`src/rtl/eth_tx_sched_if.sv`:
```
// Request/response bundle between the frame scheduler, the RX/ARP and channel logic, and the frame sender.
// The scheduler takes the master modport; the surrounding logic (or a bench) takes the slave modport.
interface eth_tx_sched_if;
    localparam int unsigned TYPE_W = 4;
    localparam int unsigned MAC_W  = 48;
    localparam int unsigned IP_W   = 32;
    localparam int unsigned DROP_W = 16;
    localparam int unsigned TMO_W  = 8;

    logic              arp_resp_req;
    logic [MAC_W-1:0]  peer_mac;
    logic [IP_W-1:0]   peer_ip;
    logic              arp_probe_req;
    logic              udp_req;
    logic [IP_W-1:0]   host_ip;
    logic [MAC_W-1:0]  host_mac;
    logic              host_mac_vld;
    logic              tx_vld;
    logic              tx_rdy;
    logic              tx_eop;
    logic [TYPE_W-1:0] pkt_type;
    logic              msync_n;
    logic [MAC_W-1:0]  target_mac;
    logic [IP_W-1:0]   target_ip;
    logic              busy;
    logic [DROP_W-1:0] udp_drop;
    logic [TMO_W-1:0]  timeout_cnt;

    modport master (
        input  arp_resp_req, peer_mac, peer_ip, arp_probe_req, udp_req,
               host_ip, host_mac, host_mac_vld, tx_vld, tx_rdy, tx_eop,
        output pkt_type, msync_n, target_mac, target_ip, busy, udp_drop, timeout_cnt
    );

    modport slave (
        output arp_resp_req, peer_mac, peer_ip, arp_probe_req, udp_req,
               host_ip, host_mac, host_mac_vld, tx_vld, tx_rdy, tx_eop,
        input  pkt_type, msync_n, target_mac, target_ip, busy, udp_drop, timeout_cnt
    );
endinterface

```
`src/rtl/eth_tx_sched.sv`:
```
// Fixed-priority scheduler feeding the Ethernet frame sender: ARP response > UDP > ARP probe,
// one frame at a time, with a launch watchdog and a forced inter-frame gap.
module eth_tx_sched #(
    parameter logic [15:0] IFG_CYCLES = 16'd12,
    parameter logic [19:0] TIMEOUT    = 20'd65535,
    parameter logic [47:0] HOST_MAC   = 48'hFFFF_FFFF_FFFF
) (
    input  logic           clk,
    input  logic           rst,
    eth_tx_sched_if.master sif
);
    localparam int unsigned TYPE_W = 4;
    localparam int unsigned MAC_W  = 48;
    localparam int unsigned IP_W   = 32;
    localparam int unsigned WD_W   = 20;
    localparam int unsigned GAP_W  = 16;
    localparam int unsigned DROP_W = 16;
    localparam int unsigned TMO_W  = 8;

    localparam logic [TYPE_W-1:0] PT_IDLE     = TYPE_W'(0);
    localparam logic [TYPE_W-1:0] PT_ARP_REQ  = TYPE_W'(1);
    localparam logic [TYPE_W-1:0] PT_ARP_RESP = TYPE_W'(2);
    localparam logic [TYPE_W-1:0] PT_UDP      = TYPE_W'(3);

    typedef enum logic [1:0] {ST_IDLE, ST_LAUNCH, ST_SEND, ST_GAP} state_t;
    typedef enum logic [1:0] {SEL_ARP_RESP, SEL_UDP, SEL_PROBE} sel_t;

    state_t state, state_nx;
    sel_t   sel, sel_nx;

    logic              arp_resp_p, udp_p, probe_p;
    logic [MAC_W-1:0]  peer_mac_q;
    logic [IP_W-1:0]   peer_ip_q;
    logic [WD_W-1:0]   wd;
    logic [GAP_W-1:0]  gap_cnt;
    logic [TYPE_W-1:0] pkt_type_q;
    logic              msync_n_q;
    logic [MAC_W-1:0]  target_mac_q;
    logic [IP_W-1:0]   target_ip_q;
    logic              busy_q;
    logic [DROP_W-1:0] udp_drop_q;
    logic [TMO_W-1:0]  timeout_cnt_q;

    logic frame_end_c, timeout_c, gap_done_c;
    logic launch_resp_c, launch_udp_c, launch_probe_c;

    assign frame_end_c    = sif.tx_vld & sif.tx_rdy & sif.tx_eop;
    assign timeout_c      = (wd == TIMEOUT);
    assign gap_done_c     = (gap_cnt == (IFG_CYCLES - GAP_W'(1)));
    assign launch_resp_c  = (state == ST_LAUNCH) && (sel == SEL_ARP_RESP);
    assign launch_udp_c   = (state == ST_LAUNCH) && (sel == SEL_UDP);
    assign launch_probe_c = (state == ST_LAUNCH) && (sel == SEL_PROBE);

    // State register
    always_ff @(posedge clk) begin
        if (rst) begin
            state <= ST_IDLE;
            sel   <= SEL_ARP_RESP;
        end else begin
            state <= state_nx;
            sel   <= sel_nx;
        end
    end

    // Next state and frame selection; UDP waits for a resolved host MAC, the probe never does
    always_comb begin
        state_nx = state;
        sel_nx   = sel;
        case (state)
            ST_IDLE: begin
                if (arp_resp_p) begin
                    sel_nx   = SEL_ARP_RESP;
                    state_nx = ST_LAUNCH;
                end else if (udp_p && sif.host_mac_vld) begin
                    sel_nx   = SEL_UDP;
                    state_nx = ST_LAUNCH;
                end else if (probe_p) begin
                    sel_nx   = SEL_PROBE;
                    state_nx = ST_LAUNCH;
                end
            end
            ST_LAUNCH: state_nx = ST_SEND;
            ST_SEND:   if (frame_end_c || timeout_c) state_nx = ST_GAP;
            ST_GAP:    if (gap_done_c) state_nx = ST_IDLE;
            default:   state_nx = ST_IDLE;
        endcase
    end

    // Pending flags, peer latch, frame outputs, watchdog, gap timer and counters
    always_ff @(posedge clk) begin
        if (rst) begin
            arp_resp_p    <= 1'b0;
            udp_p         <= 1'b0;
            probe_p       <= 1'b0;
            peer_mac_q    <= '0;
            peer_ip_q     <= '0;
            wd            <= '0;
            gap_cnt       <= '0;
            pkt_type_q    <= PT_IDLE;
            msync_n_q     <= 1'b1;
            target_mac_q  <= '0;
            target_ip_q   <= '0;
            busy_q        <= 1'b0;
            udp_drop_q    <= '0;
            timeout_cnt_q <= '0;
        end else begin
            if (sif.arp_resp_req) begin
                peer_mac_q <= sif.peer_mac;
                peer_ip_q  <= sif.peer_ip;
            end

            // A pulse coinciding with its own launch re-arms the flag instead of being lost
            arp_resp_p <= (arp_resp_p & ~launch_resp_c)  | sif.arp_resp_req;
            udp_p      <= (udp_p      & ~launch_udp_c)   | sif.udp_req;
            probe_p    <= (probe_p    & ~launch_probe_c) | sif.arp_probe_req;

            if (sif.udp_req && udp_p && !launch_udp_c && (udp_drop_q != '1))
                udp_drop_q <= udp_drop_q + DROP_W'(1);

            msync_n_q <= 1'b1;
            busy_q    <= (state_nx != ST_IDLE);

            case (state)
                ST_IDLE: wd <= '0;
                ST_LAUNCH: begin
                    wd <= wd + WD_W'(1);
                    case (sel)
                        SEL_ARP_RESP: begin
                            pkt_type_q   <= PT_ARP_RESP;
                            target_mac_q <= peer_mac_q;
                            target_ip_q  <= peer_ip_q;
                        end
                        SEL_UDP: begin
                            pkt_type_q   <= PT_UDP;
                            msync_n_q    <= 1'b0;
                            target_mac_q <= sif.host_mac;
                            target_ip_q  <= sif.host_ip;
                        end
                        default: begin
                            pkt_type_q   <= PT_ARP_REQ;
                            target_mac_q <= sif.host_mac_vld ? sif.host_mac : HOST_MAC;
                            target_ip_q  <= sif.host_ip;
                        end
                    endcase
                end
                ST_SEND: begin
                    wd <= wd + WD_W'(1);
                    if (frame_end_c || timeout_c) begin
                        pkt_type_q <= PT_IDLE;
                        gap_cnt    <= '0;
                        if (!frame_end_c && (timeout_cnt_q != '1))
                            timeout_cnt_q <= timeout_cnt_q + TMO_W'(1);
                    end
                end
                ST_GAP: gap_cnt <= gap_cnt + GAP_W'(1);
                default: wd <= '0;
            endcase
        end
    end

    assign sif.pkt_type    = pkt_type_q;
    assign sif.msync_n     = msync_n_q;
    assign sif.target_mac  = target_mac_q;
    assign sif.target_ip   = target_ip_q;
    assign sif.busy        = busy_q;
    assign sif.udp_drop    = udp_drop_q;
    assign sif.timeout_cnt = timeout_cnt_q;
endmodule

```
`src/flat_wrapper.sv`:
```
// flat-port wrapper written by rule: the top's interface ports become plain ports
module eth_tx_sched_flat 
#(
    parameter logic [15:0] IFG_CYCLES = 16'd12,
    parameter logic [19:0] TIMEOUT    = 20'd65535,
    parameter logic [47:0] HOST_MAC   = 48'hFFFF_FFFF_FFFF
)
  (clk, rst, sif_arp_resp_req, sif_peer_mac, sif_peer_ip, sif_arp_probe_req, sif_udp_req, sif_host_ip, sif_host_mac, sif_host_mac_vld, sif_tx_vld, sif_tx_rdy, sif_tx_eop, sif_pkt_type, sif_msync_n, sif_target_mac, sif_target_ip, sif_busy, sif_udp_drop, sif_timeout_cnt);
  eth_tx_sched_if sif_i ();
  input  logic clk;
  input  logic rst;
  input wire logic [$bits(sif_i.arp_resp_req)-1:0] sif_arp_resp_req;
  input wire logic [$bits(sif_i.peer_mac)-1:0] sif_peer_mac;
  input wire logic [$bits(sif_i.peer_ip)-1:0] sif_peer_ip;
  input wire logic [$bits(sif_i.arp_probe_req)-1:0] sif_arp_probe_req;
  input wire logic [$bits(sif_i.udp_req)-1:0] sif_udp_req;
  input wire logic [$bits(sif_i.host_ip)-1:0] sif_host_ip;
  input wire logic [$bits(sif_i.host_mac)-1:0] sif_host_mac;
  input wire logic [$bits(sif_i.host_mac_vld)-1:0] sif_host_mac_vld;
  input wire logic [$bits(sif_i.tx_vld)-1:0] sif_tx_vld;
  input wire logic [$bits(sif_i.tx_rdy)-1:0] sif_tx_rdy;
  input wire logic [$bits(sif_i.tx_eop)-1:0] sif_tx_eop;
  output wire logic [$bits(sif_i.pkt_type)-1:0] sif_pkt_type;
  output wire logic [$bits(sif_i.msync_n)-1:0] sif_msync_n;
  output wire logic [$bits(sif_i.target_mac)-1:0] sif_target_mac;
  output wire logic [$bits(sif_i.target_ip)-1:0] sif_target_ip;
  output wire logic [$bits(sif_i.busy)-1:0] sif_busy;
  output wire logic [$bits(sif_i.udp_drop)-1:0] sif_udp_drop;
  output wire logic [$bits(sif_i.timeout_cnt)-1:0] sif_timeout_cnt;
  assign sif_i.arp_resp_req = sif_arp_resp_req;
  assign sif_i.peer_mac = sif_peer_mac;
  assign sif_i.peer_ip = sif_peer_ip;
  assign sif_i.arp_probe_req = sif_arp_probe_req;
  assign sif_i.udp_req = sif_udp_req;
  assign sif_i.host_ip = sif_host_ip;
  assign sif_i.host_mac = sif_host_mac;
  assign sif_i.host_mac_vld = sif_host_mac_vld;
  assign sif_i.tx_vld = sif_tx_vld;
  assign sif_i.tx_rdy = sif_tx_rdy;
  assign sif_i.tx_eop = sif_tx_eop;
  assign sif_pkt_type = sif_i.pkt_type;
  assign sif_msync_n = sif_i.msync_n;
  assign sif_target_mac = sif_i.target_mac;
  assign sif_target_ip = sif_i.target_ip;
  assign sif_busy = sif_i.busy;
  assign sif_udp_drop = sif_i.udp_drop;
  assign sif_timeout_cnt = sif_i.timeout_cnt;
  eth_tx_sched #(.IFG_CYCLES(IFG_CYCLES), .TIMEOUT(TIMEOUT), .HOST_MAC(HOST_MAC)) u_core (.clk(clk), .rst(rst), .sif(sif_i));
endmodule
```
`config.mk`:
```
export PLATFORM = sky130hd
export DESIGN_NAME = eth_tx_sched_flat
export DESIGN_NICKNAME = d
export VERILOG_FILES = /design/src/rtl/eth_tx_sched_if.sv /design/src/rtl/eth_tx_sched.sv /design/src/flat_wrapper.sv
export SDC_FILE = /design/constraint.sdc
export NUM_CORES = 1
export LEC_CHECK = 0
export BUFFER_PORTS_ARGS = -buffer_cell sky130_fd_sc_hd__buf_2
export CORE_MARGIN = 2
export CORE_UTILIZATION = 40
export CTS_CLUSTER_SIZE = 10
export DETAILED_ROUTE_END_ITERATION = 12
export SYNTH_ARGS = -nofsm -noshare
export SYNTH_HDL_FRONTEND = slang
export SYNTH_SLANG_ARGS = --single-unit
```
`constraint.sdc`:
```
create_clock -name clk -period 5.64 [get_ports clk]
set_input_delay 0.282 -clock clk [delete_from_list [all_inputs] [get_ports clk]]
set_output_delay 0.282 -clock clk [all_outputs]
set_load 0.02 [all_outputs]
```
==> metrics.txt <==
run status complete, no violations; pin slew with the least headroom to its limit 1.27 ns; RSZ-0062 raised after global routing no; width of the die 159 um; fraction of final layout cells with drive strength greater than 1 22.9%; half-perimeter wire length after placement 18300 um; post-synthesis sequential element count 231; Post-Route WL 28500 um; cell count after synthesis 1098; number of max-cap violations 0; prevailing post-synth register cell dfxtp_1; number of CTS-inserted buffers 28; number of levels the H-tree was split into 1; wire per inst 16.1 um; Setup CP Type reg2reg; Critical Path Source u_core.state[1]; final count of hold timing violations 0; Clock Pin Slew Worst Setup and Hold Paths 0.05 ns; clock tree buffer depth 3; YS warnings 0; effective utilization at floorplan 40.8%; global-route wire length before repair 45700 um; vias in the first global route 8979; arrival time at the worst endpoint 3.55 ns; highest clock rate 318 MHz; utilization after layout 55.3%; floorplan core area 0.0235 mm^2; final number of max-transition violations 0; Total Nets Final 1613; number of enable-type register cells in the synthesized netlist 0; Die H 159 um; shortest clock period the worst path allows after layout 3.15 ns; type of destination of the critical path register; Peak supply drop 353 uV; CTS tree done; GRT Util Overall 21.6%; number of vias after detailed routing 9166; clock root buffer clkbuf_16; later-pin clock latency in the skew report 0.53 ns; number of distinct library cell variants in the gate-level netlist after synthesis 51; quantity of I/O buffers inserted on ports 276; Die Outline Area 0.0253 mm^2; asr flop ratio synth 0%; post-placement worst setup slack 2.49 ns; worst hold path class in2reg; Top-Level Pins 279; total iterations of the first detailed-routing run 5; power per cell area 325 mW/mm^2; crit path setup slack, layout 2.49 ns; peak fanout along the critical path 97; netlist area before placement 0.00960 mm^2; leakage power total 5.39 nW; share of the cycle needed by the critical path after routing 55.8%; post-detailed-route via-to-cell ratio 5.19; cell types with the largest area share after synthesis dfxtp_1, mux2i_1, nor2_1, nand2_1, a311oi_1; worst setup skew after layout 0.0179 ns; routability-driven placement congestion ratio 0.803; antenna violations before repair 3; post-route non-filler standard cell count 1767; critical register-to-register path startpoint u_core.state[1]; Total Neg Setup Slack 0 ns; max_slew headroom 15.0%; total overflow reported by the global router 0; Starting DRT DRC Count 524; final routed DRC violation total 0; pin count of the biggest net entering global routing 112; sequential cell area fraction in the yosys report 48.2%; kind of launch point of the worst setup path register; clk sink count 231; cell accounting for the most synthesized area dfxtp_1; startpoint of the worst hold path sif_peer_mac[7]; required time at the worst-slack endpoint 6.05 ns; relative area change from synthesis to final layout 35.7%; antenna-violating nets left 0; post-placement cell count 1620; syn avg cell area 8.74 um^2; final setup vio count 0; cell row count 56; fraction of synthesized cell area taken by the top area cell type 48.2%
repair_timing:
| action | in CTS | in global routing |
|---|---|---|
| hold endpoints to repair | 104 | 0 |
| buffers inserted | 0 | 0 |
| gates resized for setup | 0 | 0 |
| hold buffers | 104 | 0 |
through the flow:
stage               hold slack [ns]  total power, mW  area, um^2
floorplan                     0.399             2.31        9600
global placement              0.463             2.56       11200
detailed placement            0.469             2.57       11200
CTS                        0.000488             4.28       13000
global route                0.00430             4.43       13000
finish                       0.0168             4.23       13000
layout by cell type, fill, tap and decap left out, types with 3 or more instances in the layout:
master	instances
dfxtp_1	231
nor2b_1	3
xor2_1	9
and4_1	5
nand2b_1	3
clkbuf_8	3
o31ai_1	15
buf_2	274
and2_1	3
ha_1	8
and3_1	5
a311oi_1	63
nor2_1	192
or3_1	6
dlygate4sd3_1	104
nand3_1	19
diode_2	3
buf_4	7
clkbuf_1	6
inv_1	13
nand4_1	14
a211oi_1	7
nor4_1	11
or2_2	4
o21ai_0	30
a21oi_1	52
xnor2_1	22
a22oi_1	17
nor3_1	7
mux2i_1	83
or4_1	16
clkbuf_16	28
nand2_1	148
worst max-delay path, stage by stage, from the launching register on:
cell and delay, ns:
dfxtp_1 0.41, inv_1 0.11, ha_4 0.17, buf_4 0.38, nand3b_1 0.27, nand3_1 0.38, nor4_1 0.78, nand4_1 0.18
mux2_1 0.33
flip-flops by register name, indices dropped and copies added (netlist names):
name,count
u_core.sif.busy,1
u_core.peer_ip_q,32
u_core.wd,20
u_core.arp_resp_p,1
u_core.sif.msync_n,1
u_core.gap_cnt,16
u_core.state,2
u_core.sif.target_ip,32
u_core.sel,2
u_core.sif.pkt_type,2
u_core.peer_mac_q,48
u_core.sif.udp_drop,16
u_core.sif.timeout_cnt,8
u_core.probe_p,1
u_core.sif.target_mac,48
u_core.udp_p,1
logic make-up (layout without fill, tap and decap cells):
logic type	count (synthesis)	in the layout	share of synthesized area, %
fa+ha+maj	9	9	1.17
flops	231	231	48.2
xor+xnor	31	31	2.83
buf+inv	93	439	3.75
compound gates	200	200	14.5
simple gates	449	449	20.8
other cells	1	5	0.0391
mux	84	84	8.77
synth_stat cells, drive strengths merged, types with 12 or more instances:
cell type	count
a21oi	53
a22oi	17
a311oi	63
clkbuf	69
dfxtp	231
inv	13
mux2i	83
nand2	148
nand3	19
nand4	14
nor2	193
nor4	12
o21ai	30
o31ai	15
or4	17
xnor2	22
area by class of cell:
type	instances	area, um^2
Fill cell	2175	10500
Inverter	13	48.8
Clock inverter	3	51.3
Timing Repair Buffer	386	2480
Sequential cell	231	4620
Antenna cell	3	7.51
Multi-Input combinational cell	775	4650
Tap cell	319	399
Clock buffer	37	764
worst paths after layout:
check | end | slack [ns] | cells after the start
max | u_core.sif.udp_drop[15] | 2.49 | 8
min | u_core.peer_mac_q[7] | 0.02 | 3
max reg2reg | u_core.sif.udp_drop[15] | 2.49 | 8
min reg2reg | u_core.sif.target_mac[13] | 0.47 | 2
per-layer routing:
metal	global-route usage (%)	wire, um	vias up
li1	-	-	4540
met1	27.2	12500	4298
met2	36.3	13500	263
met3	5.09	1670	65
met4	7.60	864	0
met5	0	0	-
where the power goes:
group          total, mW  internal (mW)  leakage (nW)  switching [mW]
Clock               1.64          0.977         0.399           0.659
Sequential          1.84           1.76          1.89          0.0754
Combinational      0.757          0.295          3.11           0.462
No activity file was read; power rests on OpenSTA's default activity.
